File: src/rtl/serial_rx_if.sv
// Recovered-lane bundle of the serial receiver: one serial bit in, four lane bytes out.
// The slave modport belongs to the receiver, the master modport to the bit source and lane sink.
interface serial_rx_if;
    logic       data_in;
    logic [7:0] out0;
    logic [7:0] out1;
    logic [7:0] out2;
    logic [7:0] out3;
    logic       valid_out0;
    logic       valid_out1;
    logic       valid_out2;
    logic       valid_out3;
    logic       active;
    logic       IDLE_out;
    logic       frame_strobe;

    modport master (
        output data_in,
        input  out0, out1, out2, out3,
        input  valid_out0, valid_out1, valid_out2, valid_out3,
        input  active, IDLE_out, frame_strobe
    );

    modport slave (
        input  data_in,
        output out0, out1, out2, out3,
        output valid_out0, valid_out1, valid_out2, valid_out3,
        output active, IDLE_out, frame_strobe
    );
endinterface

File: src/rtl/serial_rx.sv
// Serial receiver: finds byte alignment on repeated commas, then deserialises
// the bit stream into four rotating lane bytes with per-lane valid flags.
//
// state  | meaning
// HUNT   | bit-level search for a comma in the shift register
// COUNT  | byte-aligned, counting consecutive commas up to ALIGN_COUNT
// ACTIVE | locked; every completed byte updates the current lane
module serial_rx #(
    parameter logic [7:0] COMMA       = 8'hBC,
    parameter logic [7:0] INVALID     = 8'h7C,
    parameter int         ALIGN_COUNT = 4
) (
    input  logic        clk_32f,
    input  logic        rst,
    serial_rx_if.slave  rx
);
    localparam int BC_W = $clog2(ALIGN_COUNT + 1);

    typedef enum logic [1:0] {
        HUNT   = 2'd0,
        COUNT  = 2'd1,
        ACTIVE = 2'd2
    } state_t;

    state_t          state_q,       state_d;
    logic [7:0]      sr_q,          sr_d;
    logic [2:0]      bit_cnt_q,     bit_cnt_d;
    logic [BC_W-1:0] bc_cnt_q,      bc_cnt_d;
    logic [1:0]      lane_q,        lane_d;
    logic [3:0][7:0] lane_byte_q,   lane_byte_d;
    logic [3:0]      valid_q,       valid_d;
    logic            frame_comma_q, frame_comma_d;
    logic            idle_q,        idle_d;
    logic            strobe_q,      strobe_d;

    logic is_comma;
    logic is_invalid;
    logic byte_done;

    assign is_comma   = (sr_q == COMMA);
    assign is_invalid = (sr_q == INVALID);
    // bit_cnt wraps to 0 the cycle after a byte's LSB lands in sr
    assign byte_done  = (bit_cnt_q == 3'd0);

    always_ff @(posedge clk_32f or negedge rst) begin
        if (!rst) begin
            state_q       <= HUNT;
            sr_q          <= '0;
            bit_cnt_q     <= '0;
            bc_cnt_q      <= '0;
            lane_q        <= '0;
            lane_byte_q   <= '0;
            valid_q       <= '0;
            frame_comma_q <= 1'b0;
            idle_q        <= 1'b0;
            strobe_q      <= 1'b0;
        end else begin
            state_q       <= state_d;
            sr_q          <= sr_d;
            bit_cnt_q     <= bit_cnt_d;
            bc_cnt_q      <= bc_cnt_d;
            lane_q        <= lane_d;
            lane_byte_q   <= lane_byte_d;
            valid_q       <= valid_d;
            frame_comma_q <= frame_comma_d;
            idle_q        <= idle_d;
            strobe_q      <= strobe_d;
        end
    end

    always_comb begin
        state_d       = state_q;
        sr_d          = {sr_q[6:0], rx.data_in};
        bit_cnt_d     = bit_cnt_q + 3'd1;
        bc_cnt_d      = bc_cnt_q;
        lane_d        = lane_q;
        lane_byte_d   = lane_byte_q;
        valid_d       = valid_q;
        frame_comma_d = frame_comma_q;
        idle_d        = idle_q;
        strobe_d      = 1'b0;

        unique case (state_q)
            HUNT: begin
                bit_cnt_d = 3'd0;
                bc_cnt_d  = '0;
                if (is_comma) begin
                    state_d   = COUNT;
                    bc_cnt_d  = BC_W'(1);
                    bit_cnt_d = 3'd1;
                end
            end

            COUNT: begin
                if (byte_done) begin
                    if (is_comma) begin
                        if (bc_cnt_q == BC_W'(ALIGN_COUNT - 1)) begin
                            state_d  = ACTIVE;
                            bc_cnt_d = BC_W'(ALIGN_COUNT);
                            lane_d   = 2'd0;
                        end else begin
                            bc_cnt_d = bc_cnt_q + BC_W'(1);
                        end
                    end else begin
                        // bits already in sr are searched again from the next cycle
                        state_d   = HUNT;
                        bc_cnt_d  = '0;
                        bit_cnt_d = 3'd0;
                    end
                end
            end

            ACTIVE: begin
                if (byte_done) begin
                    lane_d = lane_q + 2'd1;
                    if (is_comma || is_invalid) begin
                        valid_d[lane_q] = 1'b0;
                    end else begin
                        lane_byte_d[lane_q] = sr_q;
                        valid_d[lane_q]     = 1'b1;
                    end
                    if (lane_q == 2'd0) begin
                        frame_comma_d = is_comma;
                    end else begin
                        frame_comma_d = frame_comma_q & is_comma;
                    end
                    if (lane_q == 2'd3) begin
                        idle_d   = frame_comma_q & is_comma;
                        strobe_d = 1'b1;
                    end
                end
            end

            default: begin
                state_d = HUNT;
            end
        endcase
    end

    assign rx.out0         = lane_byte_q[0];
    assign rx.out1         = lane_byte_q[1];
    assign rx.out2         = lane_byte_q[2];
    assign rx.out3         = lane_byte_q[3];
    assign rx.valid_out0   = valid_q[0];
    assign rx.valid_out1   = valid_q[1];
    assign rx.valid_out2   = valid_q[2];
    assign rx.valid_out3   = valid_q[3];
    assign rx.active       = (state_q == ACTIVE);
    assign rx.IDLE_out     = idle_q;
    assign rx.frame_strobe = strobe_q;
endmodule

File: src/flat_wrapper.sv
// flat-port wrapper written by rule: the top's interface ports become plain ports
module serial_rx_flat 
#(
    parameter logic [7:0] COMMA       = 8'hBC,
    parameter logic [7:0] INVALID     = 8'h7C,
    parameter int         ALIGN_COUNT = 4
)
  (clk_32f, rst, rx_data_in, rx_out0, rx_out1, rx_out2, rx_out3, rx_valid_out0, rx_valid_out1, rx_valid_out2, rx_valid_out3, rx_active, rx_IDLE_out, rx_frame_strobe);
  serial_rx_if rx_i ();
  input  logic clk_32f;
  input  logic rst;
  input wire logic [$bits(rx_i.data_in)-1:0] rx_data_in;
  output wire logic [$bits(rx_i.out0)-1:0] rx_out0;
  output wire logic [$bits(rx_i.out1)-1:0] rx_out1;
  output wire logic [$bits(rx_i.out2)-1:0] rx_out2;
  output wire logic [$bits(rx_i.out3)-1:0] rx_out3;
  output wire logic [$bits(rx_i.valid_out0)-1:0] rx_valid_out0;
  output wire logic [$bits(rx_i.valid_out1)-1:0] rx_valid_out1;
  output wire logic [$bits(rx_i.valid_out2)-1:0] rx_valid_out2;
  output wire logic [$bits(rx_i.valid_out3)-1:0] rx_valid_out3;
  output wire logic [$bits(rx_i.active)-1:0] rx_active;
  output wire logic [$bits(rx_i.IDLE_out)-1:0] rx_IDLE_out;
  output wire logic [$bits(rx_i.frame_strobe)-1:0] rx_frame_strobe;
  assign rx_i.data_in = rx_data_in;
  assign rx_out0 = rx_i.out0;
  assign rx_out1 = rx_i.out1;
  assign rx_out2 = rx_i.out2;
  assign rx_out3 = rx_i.out3;
  assign rx_valid_out0 = rx_i.valid_out0;
  assign rx_valid_out1 = rx_i.valid_out1;
  assign rx_valid_out2 = rx_i.valid_out2;
  assign rx_valid_out3 = rx_i.valid_out3;
  assign rx_active = rx_i.active;
  assign rx_IDLE_out = rx_i.IDLE_out;
  assign rx_frame_strobe = rx_i.frame_strobe;
  serial_rx #(.COMMA(COMMA), .INVALID(INVALID), .ALIGN_COUNT(ALIGN_COUNT)) u_core (.clk_32f(clk_32f), .rst(rst), .rx(rx_i));
endmodule
File: config.mk
export PLATFORM = sky130hd
export DESIGN_NAME = serial_rx_flat
export DESIGN_NICKNAME = d
export VERILOG_FILES = /design/src/rtl/serial_rx_if.sv /design/src/rtl/serial_rx.sv /design/src/flat_wrapper.sv
export SDC_FILE = /design/constraint.sdc
export NUM_CORES = 1
export LEC_CHECK = 0
export ABC_AREA = 1
export BUFFER_PORTS_ARGS = -buffer_cell sky130_fd_sc_hd__buf_2
export CELL_PAD_IN_SITES_DETAIL_PLACEMENT = 1
export CELL_PAD_IN_SITES_GLOBAL_PLACEMENT = 2
export CORE_ASPECT_RATIO = 0.5
export CORE_UTILIZATION = 35
export CTS_BUF_LIST = sky130_fd_sc_hd__clkbuf_8
export CTS_CLUSTER_SIZE = 10
export DETAILED_ROUTE_END_ITERATION = 7
export GPL_ROUTABILITY_DRIVEN = 0
export PLACE_DENSITY_LB_ADDON = 0.05
export SLEW_MARGIN = 20
export SYNTH_ARGS = -nofsm -noshare
export SYNTH_HDL_FRONTEND = slang
export SYNTH_SLANG_ARGS = --single-unit
File: constraint.sdc
create_clock -name clk_32f -period 1.7 [get_ports clk_32f]
set_input_delay 0.085 -clock clk_32f [delete_from_list [all_inputs] [get_ports clk_32f]]
set_output_delay 0.085 -clock clk_32f [all_outputs]
set_load 0.02 [all_outputs]
# Yosys cells after proc, flatten, opt, wreduce, memory -nomap -nowiden
# Cells that the tools add are included.
[word_totals] in_bits=3 out_inout_bits=39 ff_bits=57 word_cells=77
[classes] n_addsub=3 n_eq_ne=12 reduce_logical=13 order_cmp=2 muxes=28 bitwise=6
[ops] op="$bwmux 32" n=1
[ops] op="$demux 8 s2" n=1
[ops] op="$mux 2" n=8
[ops] op="$mux 3" n=5
[ops] op="$pmux 3 s2" n=2
[ops] op="$ne 2x1->1 const B" n=5
[ops] op="$eq 8x7->1 const B" n=1
[ops] op="$eq 8x8->1 const B" n=1
[ops] op="$mux 8" n=1
[ops] op="$add 3x1->3 const B" n=2
[ops] op="$mux 1" n=6
[ops] op="$pmux 2 s3" n=1
[ops] op="$reduce_and 3->1" n=2
[ops] op="$reduce_and 5->1" n=1
[ops] op="$and 4x4->4" n=1
[ops] op="$eq 2x2->1 const B" n=2
[ops] op="$logic_not 2->1" n=2
[ops] op="$mux 4" n=1
[ops] op="$not 4->4" n=1
[ops] op="$or 4x4->4" n=1
[ops] op="$pmux 2 s2" n=1
[ops] op="$reduce_and 2->1" n=2
[ops] op="$reduce_and 4->1" n=1
[ops] op="$reduce_bool 2->1" n=2
[ops] op="12 further kinds" n=13

# Longest topological paths before layout
# Gate-level depths: netlist (run 1).
[depth] ltp_word=7 ltp_mapped=9 ltp_nobuf=9

# Worst setup path before layout (run 1)
# No wires, ideal clock.
[synth_timing] kind="reg2reg" from="reg u_core.bit_cnt_q[0]" to="reg u_core.lane_byte_q (netlist bit u_core.rx.out1[0])" period_less_slack_ns=1.499 stages_incl_launch_ff=10 path_buffers=0 setup_slack_ns=0.201 t_required_ns=1.583 setup_ns=0.117 arrival_time_ns=1.382 path_cell_list="dfrtp_1 inv_1 ha_1 nand2_1 inv_1 nand2_4 nor2_2 nand2_2 nand2_1 nand2_1"
[synth_via] elab_chain_len=2
[synth_lines] element="start, declared" line="serial_rx.sv:27" text="logic [2:0] bit_cnt_q, bit_cnt_d;"
[synth_lines] element="start signal, assigned" line="serial_rx.sv:60" text="bit_cnt_q <= bit_cnt_d;"
[synth_lines] element="$logic_not 3->1" line="serial_rx.sv:43" text="assign byte_done = (bit_cnt_q == 3'd0);"
[synth_lines] element="$reduce_and 3->1 (no line)"
[synth_lines] element="end signal, assigned" line="serial_rx.sv:63" text="lane_byte_q <= lane_byte_d;"
[synth_lines] element="end, declared" line="serial_rx.sv:30" text="logic [3:0][7:0] lane_byte_q, lane_byte_d;"
# No other way between the ends.
# A chain may end at the register's enable or synchronous reset.

# Worst setup path in the final report (run 1)
[layout_timing] from="reg u_core.bit_cnt_q[0]" to="reg u_core.lane_byte_q (netlist bit u_core.rx.out0[2])"
# Same word-level chain as after synthesis.

==> results of run 1 <==
metrics by stage:
step	hold slack [ns]	utilization	setup slack, ns
final	0.297	0.481	0.163
after global routing	0.345	0.481	0.0191
after CTS	0.294	0.480	0.0717
after floorplan	-0.211	-	0.201
after detailed placement	0.146	0.447	0.109
after global placement	0.128	0.447	0.171
synthesized netlist by cell type (2+ instances only):
| cell type | instances | area (sq um) |
|---|---|---|
| nor2_2 | 3 | 18.8 |
| o21ai_0 | 9 | 45.0 |
| dfrtp_1 | 57 | 1430 |
| nor2_4 | 2 | 22.5 |
| buf_4 | 3 | 22.5 |
| inv_1 | 22 | 82.6 |
| ha_1 | 8 | 100 |
| nor2_1 | 9 | 33.8 |
| nand2_1 | 98 | 368 |
| nand2_2 | 4 | 25.0 |
| nand3_1 | 39 | 195 |
where the power goes:
group | total, mW | switching, mW | internal [mW] | leakage, nW
Sequential | 1.42 | 0.0340 | 1.38 | 0.776
Combinational | 0.201 | 0.143 | 0.0581 | 0.894
Clock | 1.23 | 0.532 | 0.695 | 0.110
logic make-up after synthesis:
kind of cell	after synthesis
buffers and inverters	27
AOI/OAI and AO/OA	12
and+or+nand+nor	157
xor gates and xnor gates	1
adders and majority gates	8
DFF	57
state kept, by name (all words and copies together) (netlist names), 2 cells and up, named ones only:
register and count:
u_core.rx.out2 8, u_core.bc_cnt_q 3, u_core.lane_q 2, u_core.rx.out1 8
u_core.rx.out3 8, u_core.state_q 2, u_core.rx.out0 8, u_core.sr_q 8
u_core.bit_cnt_q 3
how the worst min path moves through the flow:
stage	start	end	cells after the start
after floorplan	rst	async pin	0
after global placement	rst	u_core.rx.out1[2]$_DFFE_PN0P_	1
after detailed placement	rst	u_core.rx.out1[2]$_DFFE_PN0P_	1
after CTS	rst	u_core.rx.out1[2]$_DFFE_PN0P_	2
after global routing	rst	u_core.rx.out1[2]$_DFFE_PN0P_	2
final	rst	u_core.rx.out1[2]$_DFFE_PN0P_	2
layer usage:
layer  part of all wire  routed length (microns)  vias to the layer above
met5                  0                        0                        -
li1                   -                        -                      958
met4             0.0068                       42                        0
met1               0.48                     2950                      952
met3              0.040                      246                        7
met2               0.47                     2910                       30
critical path: cells and delay by family, from the launching register on:
| family | cells | cell delay [ns] |
|---|---|---|
| simple gates | 6 | 0.70 |
| flops | 1 | 0.40 |
| buf+inv | 2 | 0.20 |
| fa+ha+maj | 1 | 0.13 |
timing repair:
item / CTS / global route
hold endpoints to repair: 26 / 0
setup endpoints to repair: 0 / 33
hold buffers: 2 / 0
resized for setup: 0 / 3
layout by cell type (no fill, tap or decap):
cell type / count
ha_1: 8
buf_12: 2
nor2_4: 3
o22ai_1: 1
o21ai_4: 1
nand2_2: 4
nand4_1: 1
buf_4: 13
nand2_1: 98
nor2_2: 3
dfrtp_1: 57
nor2_1: 8
clkinv_2: 2
a21oi_1: 1
xnor2_1: 1
inv_2: 2
nand3_1: 39
clkbuf_8: 10
o21ai_0: 9
inv_1: 24
bufinv_16: 1
buf_2: 41
dlygate4sd3_1: 2
nand2_4: 1
area by class of cell:
cell class | count | share of cell area
Clock buffer | 10 | 0.0452
Clock inverter | 6 | 0.0169
Inverter | 23 | 0.0284
Multi-Input combinational cell | 178 | 0.286
Sequential cell | 57 | 0.469
Tap cell | 88 | 0.0362
Timing Repair Buffer | 58 | 0.119
==> flow_summary.yaml, run 1 <==
synthesis:
  syn_nets: 273
  yosys_warnings: 0
  ys_seq_area_frac: 0.594
  syn_avg_cell_area_sq_um: 9.17
  synth_top_family_by_area: "simple AND/OR/NAND/NOR gates"
  synthFlopType: "dfrtp_1"
  muxShareOfSynthArea: 0
  syn-instance-count: 262
  synth-compound-area-share: 0.0302
  synth_cell_type_count: 19
  synth_fa_ha_area_frac: 0.0417
  synth_edf_count: 0
  synthArstFlopShare: 1.00
  synth_area_sq_um: 2400
  ys_seq_elements: 57
  yosys.area_share.xor_xnor: 0.00365
  synth-simple-area-share: 0.283
cells_and_area:
  fin_area_sq_um: 3040
  fin_nets: 338
  fillers: 758
  antennaDiodeCount: 0
  multi_input_area_sq_um: 870
  layout-drive-gt1-share: 0.250
  final_cells: 420
  syn2layout_area_growth_pct: 26.7
  seqCellArea_sq_um: 1430
floorplan:
  coreArea_sq_um: 6330
  dieWidth_microns: 119
  die-area_sq_um: 7220
  rows: 20
  io_pins: 42
  die_h_microns: 60.6
  start_util: 0.379
worst_setup_path:
  critPathMaxStageDelay_ns: 0.40
  start_kind: "register"
  worst-path-max-fanout: 9
  crit_end: "u_core.rx.out0[2]$_DFFE_PN0P_"
  cp-end-kind: "register"
  crit_type: "register to register"
  ff2ff_path_depth: 9
  crit_chain: "inv_1 > ha_1 > nand2_1 > inv_2 > nand2_4 > nor2_4 > nand2_2 > nand2_1 > nand2_1"
  reg2reg_to: "u_core.rx.out0[2]$_DFFE_PN0P_"
  cp.arrival_ns: 1.77
  startpoint: "u_core.bit_cnt_q[0]$_DFF_PN0_"
  r2r_start: "u_core.bit_cnt_q[0]$_DFF_PN0_"
  cp_common_cell: "nand2_1"
  crit_required_ns: 1.93
  worst_path_max_delay_cell: "dfrtp_1"
  r2r_slack_ns: 0.16
timing:
  slew_headroom: 0.567
  worstMarginPinSlew_ns: 0.649
  rsz0062_at_grt: "false"
  tns_ns: 0
  final.period_utilization: 0.904
  setup_viol: 0
  slew_viol_final: 0
  finClkSkew_ns: 0.00733
  final_hold_viol_count: 0
  min_period_ns: 1.54
  max_freq_mhz: 651
global_routing:
  grt_use_met3: 0.0658
  overflow: 0
  grt_pass1_vias: 2044
  grt_pass1_wl_microns: 10100
  use_met2: 0.315
  antenna_found_initial: 0
  globalRouteMet1Util: 0.238
  grt_usage: 0.193
  busiest_layer: "met2"
  grt_max_degree: 33
min_path:
  hp-class: "primary input to async pin"
cts:
  cts_setup_buffers: 0
  htree_levels: 3
  clk_latency_ns: 0.34
  root_buffer: "clkbuf_8"
  path_clk_slew_ns: 0.06
  cts_tree: "done"
  cts_buffer_depth: 2
  numCtsBuffers: 9
  clock_sinks: 57
route:
  drt_wl_total_microns: 6150
  via_per_inst: 4.64
  wl_per_cell_microns: 14.6
  antenna_left: 0
  firstDrtPassIters: 4
  drtIter0Drc: 77
  drc: 0
  num_vias: 1947
flow_run:
  max-cap-violations: 0
placed_design:
  dp.cells: 402
  portBuffers: 41
  dpl_cell_area_sq_um: 2830
  dp_hpwl_microns: 4450
power_and_ir_drop:
  ir_worst_vdd_mv: 0.482
  fin_total_pwr_mw: 2.85
  pwr_density_cell_nw_per_um2: 935
  leakage_nw: 1.78
outcome:
  status: "completed"
Note: power is estimated with default switching activity, not from simulation.
==> run 2: changes to the inputs <==
CORE_MARGIN = 8   (was not set)
==> flow_summary.yaml, run 2 (synthesis gave the netlist of run 1 again) <==
worst_setup_path:
  crit_type: "register to register"
  crit_chain: "nor2_1 > nand2_1 > nor2_2 > nand2_1 > nand2_1 > inv_1 > o21ai_0"
  cp.arrival_ns: 1.77
  crit_required_ns: 1.95
  worst-path-max-fanout: 7
  critPathMaxStageDelay_ns: 0.45
  cp_common_cell: "nand2_1"
  ff2ff_path_depth: 7
  cp-end-kind: "register"
  start_kind: "register"
  worst_path_max_delay_cell: "dfrtp_1"
route:
  drt_wl_total_microns: 6270
  drc: 0
  num_vias: 2008
  antenna_left: 0
  drtIter0Drc: 84
  via_per_inst: 4.71
  wl_per_cell_microns: 14.7
  firstDrtPassIters: 4
cells_and_area:
  fillers: 828
  layout_common_cells: "nand2_1, dfrtp_1, buf_2, nand3_1, inv_1"
  syn2layout_area_growth_pct: 26.8
  fin_util: 0.457
  antennaDiodeCount: 0
  seqCellArea_sq_um: 1430
  fin_area_sq_um: 3050
  multi_input_area_sq_um: 865
  final_common_cell: "nand2_1"
  fin_nets: 340
  layout-drive-gt1-share: 0.254
flow_run:
  max-cap-violations: 0
cts:
  clock_sinks: 57
  cts_buffer_depth: 2
  htree_levels: 3
  root_buffer: "clkbuf_8"
  cts_tree: "done"
  path_clk_slew_ns: 0.06
  clk_latency_ns: 0.34
  numCtsBuffers: 9
timing:
  worst_slack_ns: 0.175
  slew_viol_final: 0
  finClkSkew_ns: 0.0103
  final.period_utilization: 0.897
  final_hold_viol_count: 0
  setup_viol: 0
  max_freq_mhz: 656
  min_period_ns: 1.53
  worstMarginPinSlew_ns: 0.603
  slew_headroom: 0.598
  whs_ns: 0.286
placed_design:
  portBuffers: 41
  pre_cts_slack_ns: 0.0988
  dp_hpwl_microns: 4650
  dpl_cell_area_sq_um: 2840
global_routing:
  antenna_found_initial: 0
  grt_max_degree: 33
  grt_pass1_vias: 2120
  grt_usage: 0.139
  overflow: 0
  grt_pass1_wl_microns: 10600
power_and_ir_drop:
  pwr_density_cell_nw_per_um2: 931
  leakage_nw: 1.78
  ir_worst_vdd_mv: 0.466
floorplan:
  die-area_sq_um: 9930
  start_util: 0.360
  coreArea_sq_um: 6670
  io_pins: 42
  rows: 21
  dieWidth_microns: 133
  die_h_microns: 74.6
outcome:
  status: "completed"
min_path:
  hp-class: "primary input to async pin"
==> run 2: changes by cell type in the layout (fill, tap and decap cells not counted), sizes merged <==
cell / before / now
buf: 56 / 58
==> run 2: stage by stage <==
step,cells,TNS (ns),total power [mW]
2_1_floorplan,262,0,1.54
3_3_place_gp,408,0,1.64
3_5_place_dp,408,0,1.65
4_1_cts,426,0,2.89
5_1_grt,426,-0.0183,2.97
6_report,426,0,2.84
==> run 2: routing by layer <==
metal | vias to the layer above | global-route usage | routed length, microns
li1 | 964 | - | -
met1 | 1005 | 0.162 | 2970
met2 | 32 | 0.232 | 2940
met3 | 7 | 0.0519 | 298
met4 | 0 | 0.0567 | 63
met5 | - | 0 | 0
==> run 2: layout make-up <==
type | count | share of cell area
clock inverter | 6 | 0.0168
tap | 92 | 0.0378
timing repair buffer | 60 | 0.120
inverter | 23 | 0.0283
multi-input combinational | 178 | 0.284
clock buffer | 10 | 0.0452
sequential | 57 | 0.468
==> run 2: final timing paths <==
| kind | start | endpoint | slack, ns |
|---|---|---|---|
| min reg2reg | u_core.rx.out2[2]$_DFFE_PN0P_ | u_core.rx.out2[2]$_DFFE_PN0P_ | 0.46 |
| min | rst | u_core.rx.out1[4]$_DFFE_PN0P_ | 0.29 |
| max in group asynchronous | rst | u_core.rx.out0[6]$_DFFE_PN0P_ | 0.81 |
| min in group clk_32f | rx_data_in | u_core.sr_q[0]$_DFF_PN0_ | 0.39 |
| max | u_core.sr_q[6]$_DFF_PN0_ | u_core.bit_cnt_q[0]$_DFF_PN0_ | 0.17 |
| max reg2reg | u_core.sr_q[6]$_DFF_PN0_ | u_core.bit_cnt_q[0]$_DFF_PN0_ | 0.17 |
==> run 2: worst max-delay path: cells and delay by family, from the launching register on <==
kind,cells,cell delay (ns)
compound gates,1,0.15
flops,1,0.45
buf+inv,1,0.05
simple gates,5,0.79
==> run 2: report_power, final <==
group / total, mW / internal, mW / switching [mW]
clock: 1.22 / 0.695 / 0.522
combinational: 0.200 / 0.0578 / 0.142
sequential: 1.42 / 1.38 / 0.0366
total: 2.84 / 2.14 / 0.701
==> run 2: repair_timing <==
item | 4_1_cts | 5_1_grt
hold buffers | 2 | 0
endpoints found under the hold margin | 26 | 0
buffers inserted | 0 | 0
endpoints found under the setup margin | 0 | 33
resized for setup | 0 | 2
